$ cat src/rtl/rca_seq_adder_pkg.sv
// Shared types and helpers for the byte-serial add/subtract controller.
package rca_seq_adder_pkg;

  // Controller states. The encoding is exported on the debug port.
  typedef enum logic [1:0] {
    ST_IDLE = 2'd0,
    ST_RUN  = 2'd1,
    ST_DONE = 2'd2
  } state_t;

  // Width of a byte index able to address nbytes bytes (at least one bit).
  function automatic int idx_width(input int nbytes);
    return (nbytes > 1) ? $clog2(nbytes) : 1;
  endfunction

endpackage

$ cat src/rtl/rca_seq_adder_rca_8.sv
// 8-bit ripple-carry adder: the shared byte datapath of the sequencer.
module rca_8 (
  input  logic [7:0] a_i,
  input  logic [7:0] b_i,
  input  logic       cin_i,
  output logic [7:0] s_o,
  output logic       cout_o
);

  // Ripple the carry through eight full-adder cells, LSB first.
  always_comb begin
    logic carry;
    carry = cin_i;
    s_o   = '0;
    for (int i = 0; i < 8; i++) begin
      s_o[i] = a_i[i] ^ b_i[i] ^ carry;
      carry  = (a_i[i] & b_i[i]) | (carry & (a_i[i] ^ b_i[i]));
    end
    cout_o = carry;
  end

endmodule

$ cat src/rtl/rca_seq_adder.sv
// Byte-serial wide adder/subtractor. One shared rca_8 processes one byte of
// the captured operands per clock; the inter-byte carry lives in carry_q.
//
// Handshakes: a transfer happens on a rising edge where valid && ready are
// both high. in_ready is high only in IDLE. out_valid, once raised, stays
// high with sum/cout/ovf stable until a cycle with out_ready high.
module rca_seq_adder
  import rca_seq_adder_pkg::*;
#(
  parameter  int NBYTES = 4,
  localparam int W      = 8 * NBYTES
) (
  input  logic         clk,
  input  logic         rst,
  input  logic         in_valid,
  output logic         in_ready,
  input  logic [W-1:0] a,
  input  logic [W-1:0] b,
  input  logic         cin,
  input  logic         sub,
  output logic         out_valid,
  input  logic         out_ready,
  output logic [W-1:0] sum,
  output logic         cout,
  output logic         ovf,
  output logic [1:0]   dbg_state
);

  localparam int            IW       = idx_width(NBYTES);
  localparam logic [IW-1:0] LAST_IDX = IW'(NBYTES - 1);

  state_t         state_q;
  logic [W-1:0]   op_a_q;
  logic [W-1:0]   op_b_q;     // already inverted for subtraction
  logic           carry_q;
  logic [IW-1:0]  idx_q;
  logic [W-1:0]   sum_q;
  logic [W-1:0]   sum_d;
  logic           cout_q;
  logic           ovf_q;
  logic           ovf_d;
  logic           out_valid_q;

  logic [IW+2:0]  byte_base;
  logic [7:0]     byte_a;
  logic [7:0]     byte_b;
  logic [7:0]     rca_s;
  logic           rca_cout;

  // Select the operand bytes addressed by the byte index.
  always_comb begin
    byte_base = {idx_q, 3'b000};
    byte_a    = op_a_q[byte_base +: 8];
    byte_b    = op_b_q[byte_base +: 8];
  end

  rca_8 u_rca (
    .a_i    (byte_a),
    .b_i    (byte_b),
    .cin_i  (carry_q),
    .s_o    (rca_s),
    .cout_o (rca_cout)
  );

  // Merge the fresh byte into the result and form signed overflow, which is
  // only meaningful on the MSB byte.
  always_comb begin
    sum_d                 = sum_q;
    sum_d[byte_base +: 8] = rca_s;
    ovf_d = (op_a_q[W-1] == op_b_q[W-1]) & (rca_s[7] != op_a_q[W-1]);
  end

  // Controller FSM with registered datapath and outputs.
  always_ff @(posedge clk) begin
    if (rst) begin
      state_q     <= ST_IDLE;
      op_a_q      <= '0;
      op_b_q      <= '0;
      carry_q     <= 1'b0;
      idx_q       <= '0;
      sum_q       <= '0;
      cout_q      <= 1'b0;
      ovf_q       <= 1'b0;
      out_valid_q <= 1'b0;
    end else begin
      case (state_q)
        ST_IDLE: begin
          if (in_valid) begin
            op_a_q  <= a;
            op_b_q  <= sub ? ~b : b;
            // Subtraction is a + ~b + 1; cin is ignored in that mode.
            carry_q <= sub ? 1'b1 : cin;
            idx_q   <= '0;
            state_q <= ST_RUN;
          end
        end
        ST_RUN: begin
          sum_q   <= sum_d;
          carry_q <= rca_cout;
          if (idx_q == LAST_IDX) begin
            cout_q      <= rca_cout;
            ovf_q       <= ovf_d;
            out_valid_q <= 1'b1;
            idx_q       <= '0;
            state_q     <= ST_DONE;
          end else begin
            idx_q <= idx_q + 1'b1;
          end
        end
        ST_DONE: begin
          if (out_ready) begin
            out_valid_q <= 1'b0;
            state_q     <= ST_IDLE;
          end
        end
        default: state_q <= ST_IDLE;
      endcase
    end
  end

  assign in_ready  = (state_q == ST_IDLE);
  assign out_valid = out_valid_q;
  assign sum       = sum_q;
  assign cout      = cout_q;
  assign ovf       = ovf_q;
  assign dbg_state = state_q;

endmodule

$ cat config.mk
export PLATFORM = sky130hd
export DESIGN_NAME = rca_seq_adder
export DESIGN_NICKNAME = d
export VERILOG_FILES = /design/src/rtl/rca_seq_adder_pkg.sv /design/src/rtl/rca_seq_adder_rca_8.sv /design/src/rtl/rca_seq_adder.sv
export SDC_FILE = /design/constraint.sdc
export NUM_CORES = 1
export LEC_CHECK = 0
export BUFFER_PORTS_ARGS = -buffer_cell sky130_fd_sc_hd__clkbuf_2
export CORE_MARGIN = 2
export CORE_UTILIZATION = 30
export CTS_BUF_LIST = sky130_fd_sc_hd__clkbuf_16
export CTS_CLUSTER_DIAMETER = 100
export DETAILED_ROUTE_END_ITERATION = 6
export PLACE_DENSITY = 0.58
export SYNTH_ARGS = -nofsm -noshare
export SYNTH_HDL_FRONTEND = slang
export SYNTH_SLANG_ARGS = --single-unit
$ cat constraint.sdc
create_clock -name clk -period 5 [get_ports clk]
set_input_delay 1.5 -clock clk [delete_from_list [all_inputs] [get_ports clk]]
set_output_delay 1.5 -clock clk [all_outputs]
set_load 0.01 [all_outputs]
# After elaboration in Yosys (flattened, before gate mapping)
# Index checks and enable logic that the tools add are counted.
[word_totals]
elab_cells = 88
regBits = 104
[classes]
n_addsub = 2
reduce_logical = 8
n_mux = 15
n_bitwise = 42
eq_ne = 8
shift = 4
[op_table]
columns = ["op", "n"]
rows = [
  ["variable part select 32 x 6 -> 8 bit", 2],
  ["bitwise mux 32 bit", 1],
  ["2-to-1 mux 32 bit", 1],
  ["NOT 32 bit", 1],
  ["variable shift 8 x 7 -> 32 bit, first input constant", 1],
  ["variable part select 8 x 7 -> 32 bit", 1],
  ["bitwise AND 1 bit", 17],
  ["XOR 1 bit", 16],
  ["2-to-1 mux 2 bit", 5],
  ["OR 1 bit", 8],
  ["negation 5 -> 7 bit", 1],
  ["inequality test 2 bit, second input constant", 3],
  ["one-hot mux 2 bit (3 select lines)", 1],
  ["AND reduction 2 bit", 3],
  ["AND reduction 3 bit", 2],
  ["== test 2 bit, second input constant", 2],
  ["2-to-1 mux 1 bit", 4],
  ["one-hot mux 1 bit (2 select lines)", 2],
  ["one-hot mux 2 bit (2 select lines)", 1],
  ["nonzero test 2 bit", 2],
  ["adder 2 x 1 -> 2 bit, second input constant", 1],
  ["== test 2 x 1 -> 1 bit, second input constant", 1],
  ["zero test 2 bit", 1],
  ["== test 1 bit", 1],
  ["inequality test 1 bit", 1],
]

# Depth between registers and ports, before layout
[logic_depth]
depth_word = 19
ltp_mapped = 14

# By module
# From an unflattened synthesis, not the netlist that was laid out.
[hier_totals]
cells_unflattened = 486
area_unflattened_um2 = 5053.6
[modules_own_cells]
columns = ["module", "area_each_um2", "n_inst", "cells_per_inst"]
rows = [
  ["rca_seq_adder", 4855.9, 1, 468],
  ["rca_8", 197.7, 1, 18],
]

# Worst setup path after synthesis
# Ideal clock, no wire load.
[synth_timing]
path_type = "register -> register"
start = "reg idx_q[0]"
end = "reg sum_q[31], in the netlist sum[31]"
synth_period_minus_slack_ns = 4.459
arrival_time_ns = 4.343
path_buffers = 1
path_slack_ns = 0.541
path_stages_with_launch = 15
cell_sequence = "dfxtp_1 > buf_2 > mux4_2 > inv_1 > fa_1 > fa_1 > fa_1 > fa_1 > fa_1 > fa_1 > inv_1 > fa_1 > fa_1 > nor2b_1 > a22o_1"
[synth_between]
elab_chain_cells = 19
word_cells_on_any_way = 43
[synth_lines]
columns = ["element", "line", "source"]
rows = [
  ["start: declaration", "rca_seq_adder.sv:36", "logic [IW-1:0] idx_q;"],
  ["start signal: assignment", "rca_seq_adder.sv:107", "idx_q <= idx_q + 1'b1;"],
  ["variable part select 32 x 6 -> 8 bit, on equally long branches", "rca_seq_adder.sv:53, rca_seq_adder.sv:54", ""],
  ["XOR 1 bit", "rca_seq_adder_rca_8.sv:16, rca_seq_adder_rca_8.sv:17", ""],
  ["bitwise AND 1 bit", "rca_seq_adder_rca_8.sv:17", "carry = (a_i[i] & b_i[i]) | (carry & (a_i[i] ^ b_i[i]));"],
  ["OR 1 bit", "rca_seq_adder_rca_8.sv:17", ""],
  ["bitwise AND 1 bit", "rca_seq_adder_rca_8.sv:17", ""],
  ["OR 1 bit", "rca_seq_adder_rca_8.sv:17", ""],
  ["bitwise AND 1 bit", "rca_seq_adder_rca_8.sv:17", ""],
  ["OR 1 bit", "rca_seq_adder_rca_8.sv:17", ""],
  ["[... 3 more ...]", "n/a", ""],
  ["OR 1 bit", "rca_seq_adder_rca_8.sv:17", ""],
  ["bitwise AND 1 bit", "rca_seq_adder_rca_8.sv:17", ""],
  ["OR 1 bit", "rca_seq_adder_rca_8.sv:17", ""],
  ["bitwise AND 1 bit", "rca_seq_adder_rca_8.sv:17", ""],
  ["OR 1 bit", "rca_seq_adder_rca_8.sv:17", ""],
  ["XOR 1 bit", "rca_seq_adder_rca_8.sv:16", "s_o[i] = a_i[i] ^ b_i[i] ^ carry;"],
  ["variable part select 8 x 7 -> 32 bit", "rca_seq_adder.sv:69", "sum_d[byte_base +: 8] = rca_s;"],
  ["bitwise mux 32 bit *", "rca_seq_adder.sv:69", ""],
  ["end signal: assignment", "rca_seq_adder.sv:98", "sum_q <= sum_d;"],
  ["end: declaration", "rca_seq_adder.sv:37", "logic [W-1:0] sum_q;"],
]
# Every way passes the cells marked *; elsewhere a longest branch is shown, timed or not.
# A chain may end at the register's enable or synchronous reset.

# Worst setup path in the final report
# Same ends and word-level chain as after synthesis.

==> out/summary.txt <==
WL/cell = 15.7 um
area of the multi-input gates = 2320 um2
Routed Antenna Nets = 0
IO Port Bufs = 107
Inserted Clock Buffers = 9
Initial Utilization = 0.306
H-Tree Depth = 3
number of flops mapped to enable cells by yosys = 0
CTS root buffer = clkbuf_16
Top FF cell, synth = dfxtp_1
fillers = 1544
worst-skew pair later-pin latency = 0.34 ns
Max Fanout on Critical Path = 4
yosys warns = 0
Post-Synthesis Cells = 463
vias in the first global route = 3714
Peak Freq = 226 MHz
Die Y = 128 um
status = completed
setup TNS = 0 ns
main area contributors after synthesis = dfxtp_1, mux4_2, a22o_1
Worst path max stage delay = 0.44 ns
I/O Pins = 108
Final setup viols = 0
nets@finish = 636
final wirelength = 11700 um
Synth Cell Area = 4640 um2
largest net degree at the start of global routing = 98
delay-heaviest family, CP = adder cells
Mapped Nets = 547
CP endpoint kind = flip-flop
post-synth top area share = 0.449
Worst Max-Slew Pin Slew = 1.06 ns
Max Slew Vio Count = 0
Power Density = 346 nW/um2
type of the worst setup path = reg2reg
VDD IR max = 0.163 mV
Rows = 45
max_cap viols = 0
Via density = 4.80
unrepaired setup endpoints after global routing = no
initial antenna violation count = 0
Hold Fails Final Rpt = 0
#FFs+latches synth = 104
FF+latch area = 2080 um2
core footprint = 15100 um2
distinct cell type count after synthesis = 31
Hold WC Path Type = reg2reg
top post-synthesis cells by count = dfxtp_1, nand2_1, nor2_1
count leader, synth = dfxtp_1
Critical Path Start Type = flip-flop
post-synthesis sequential area ratio = 0.449
cts repair resizes = 0
Die ar. = 16500 um2
drc violations = 0
Post-CTS Hold Fix Bufs = 0
Worst path slowest cell = fa_1
CP arrival = 4.66 ns
vias post-DR = 3574
first-pass GRT wire length = 19100 um
ys async rst share = 0
CTS clk-pin slew, worst paths = 0.07 ns
Detailed Place HPWL = 8720 um
CTS tree = yes
Mean Syn Cell Area = 10.0 um2
GPL Wtd Cong = 0.811
clock sink count = 104
Clock Path Buffers = 2
Final Skew = 0.00639 ns
critical path startpoint = idx_q[0]$_SDFFE_PP0P_
post-route minimum period = 4.43 ns
Pleak = 2.22 nW
GR Util All Layers = 0.147
crit-path cells = mux4_2 > inv_1 > fa_1 > fa_1 > fa_1 > fa_1 > fa_1 > fa_1 > inv_1 > fa_1 > fa_1 > nor2b_1 > a22o_1
share of cells above drive strength 1 = 0.287
min-delay src = op_a_q[12]$_SDFFE_PP0P_
ANT cells = 0
Tot Pwr = 1.94 mW
Chip Width = 128 um
period utilisation layout = 0.886
first-pass detailed-route iteration total = 4
post-CTS setup buffer count = 0
largest area contributor in the netlist = dfxtp_1
slew margin rel. = 0.294
Most common cell on crit path = fa_1
number of DRC markers in iteration 0 = 187
Reg2Reg Launch Point = idx_q[0]$_SDFFE_PP0P_
Area Overhead vs Synth = 20.8%
grt total ovfl = 0
WP buf/inv = 2
Req. time, crit path = 5.24 ns
routing by layer:
| layer | global-route usage | vias up | share of wire |
|---|---|---|---|
| li1 | - | 1785 | - |
| met1 | 0.200 | 1669 | 0.47 |
| met2 | 0.234 | 109 | 0.45 |
| met3 | 0.0362 | 11 | 0.058 |
| met4 | 0.0427 | 0 | 0.015 |
| met5 | 0 | - | 0 |
worst min-delay path, cell delays in order, from the launching register on:
cell,delay (ns)
dfxtp_1,0.31
nand2_1,0.05
a21oi_1,0.05
final timing paths:
path	to	slack (ns)	cells past startpoint
max	sum[31]$_SDFFE_PP0P_	0.57	13
min	op_a_q[12]$_SDFFE_PP0P_	0.46	2
max reg2reg	sum[31]$_SDFFE_PP0P_	0.57	13
min reg2reg	op_a_q[12]$_SDFFE_PP0P_	0.46	2
power breakdown:
part / leakage [nW] / switching, mW / total [mW] / internal [mW]
sequential: 0.851 / 0.0308 / 0.905 / 0.874
clock: 0.161 / 0.315 / 0.760 / 0.445
combinational: 1.21 / 0.155 / 0.276 / 0.121
total: 2.22 / 0.501 / 1.94 / 1.44
state kept, by name (all words and copies together), names as in the netlist:
signal     flops
idx_q          2
ovf            1
op_b_q        32
cout           1
carry_q        1
op_a_q        32
dbg_state      2
sum           32
out_valid      1
metrics by stage:
step                      instances  instance area (um2)  worst slack (ns)   util  hold WS [ns]
after CTS                       745                 5610             0.603  0.370         0.456
final                           745                 5610             0.572  0.370         0.455
after floorplan                 463                 4640             0.541      -         0.433
after global placement          729                 5280             0.680  0.349         0.441
after detailed placement        729                 5280             0.612  0.349         0.447
after global routing            745                 5610             0.367  0.370         0.475
logic make-up (layout without fill, tap and decap cells):
logic type | after synthesis | after routing | share of synthesized area
compound gates | 113 | 113 | 0.180
buf+inv | 51 | 145 | 0.0512
flops | 104 | 104 | 0.449
fa+ha+maj | 14 | 14 | 0.0507
simple gates | 133 | 133 | 0.132
mux | 16 | 16 | 0.0776
xor+xnor | 32 | 32 | 0.0604
layout make-up:
class	instances	area share
Timing Repair Buffer	113	0.104
Clock buffer	9	0.0402
Multi-Input combinational cell	308	0.414
Tap cell	188	0.0420
Sequential cell	104	0.371
Clock inverter	7	0.0179
Inverter	16	0.0107
placed cells by master (no fill, tap or decap), types with 2 or more instances in the layout:
cell type  instances
a21oi_1           43
clkbuf_2         106
xnor2_1           32
inv_6              4
nand2_1           67
ha_1               6
a2bb2oi_1          2
mux4_2            16
nand2b_1           3
nor3_2             2
dfxtp_1          104
fa_1               8
inv_1             16
a211oi_2          10
nor2_1            45
a211oi_1          24
nor2b_1            2
buf_4              6
a22o_1            32
bufinv_16          2
nand4b_1           2
nand3b_1           5
clkbuf_16          9
Power figures use the tool's default switching activity.
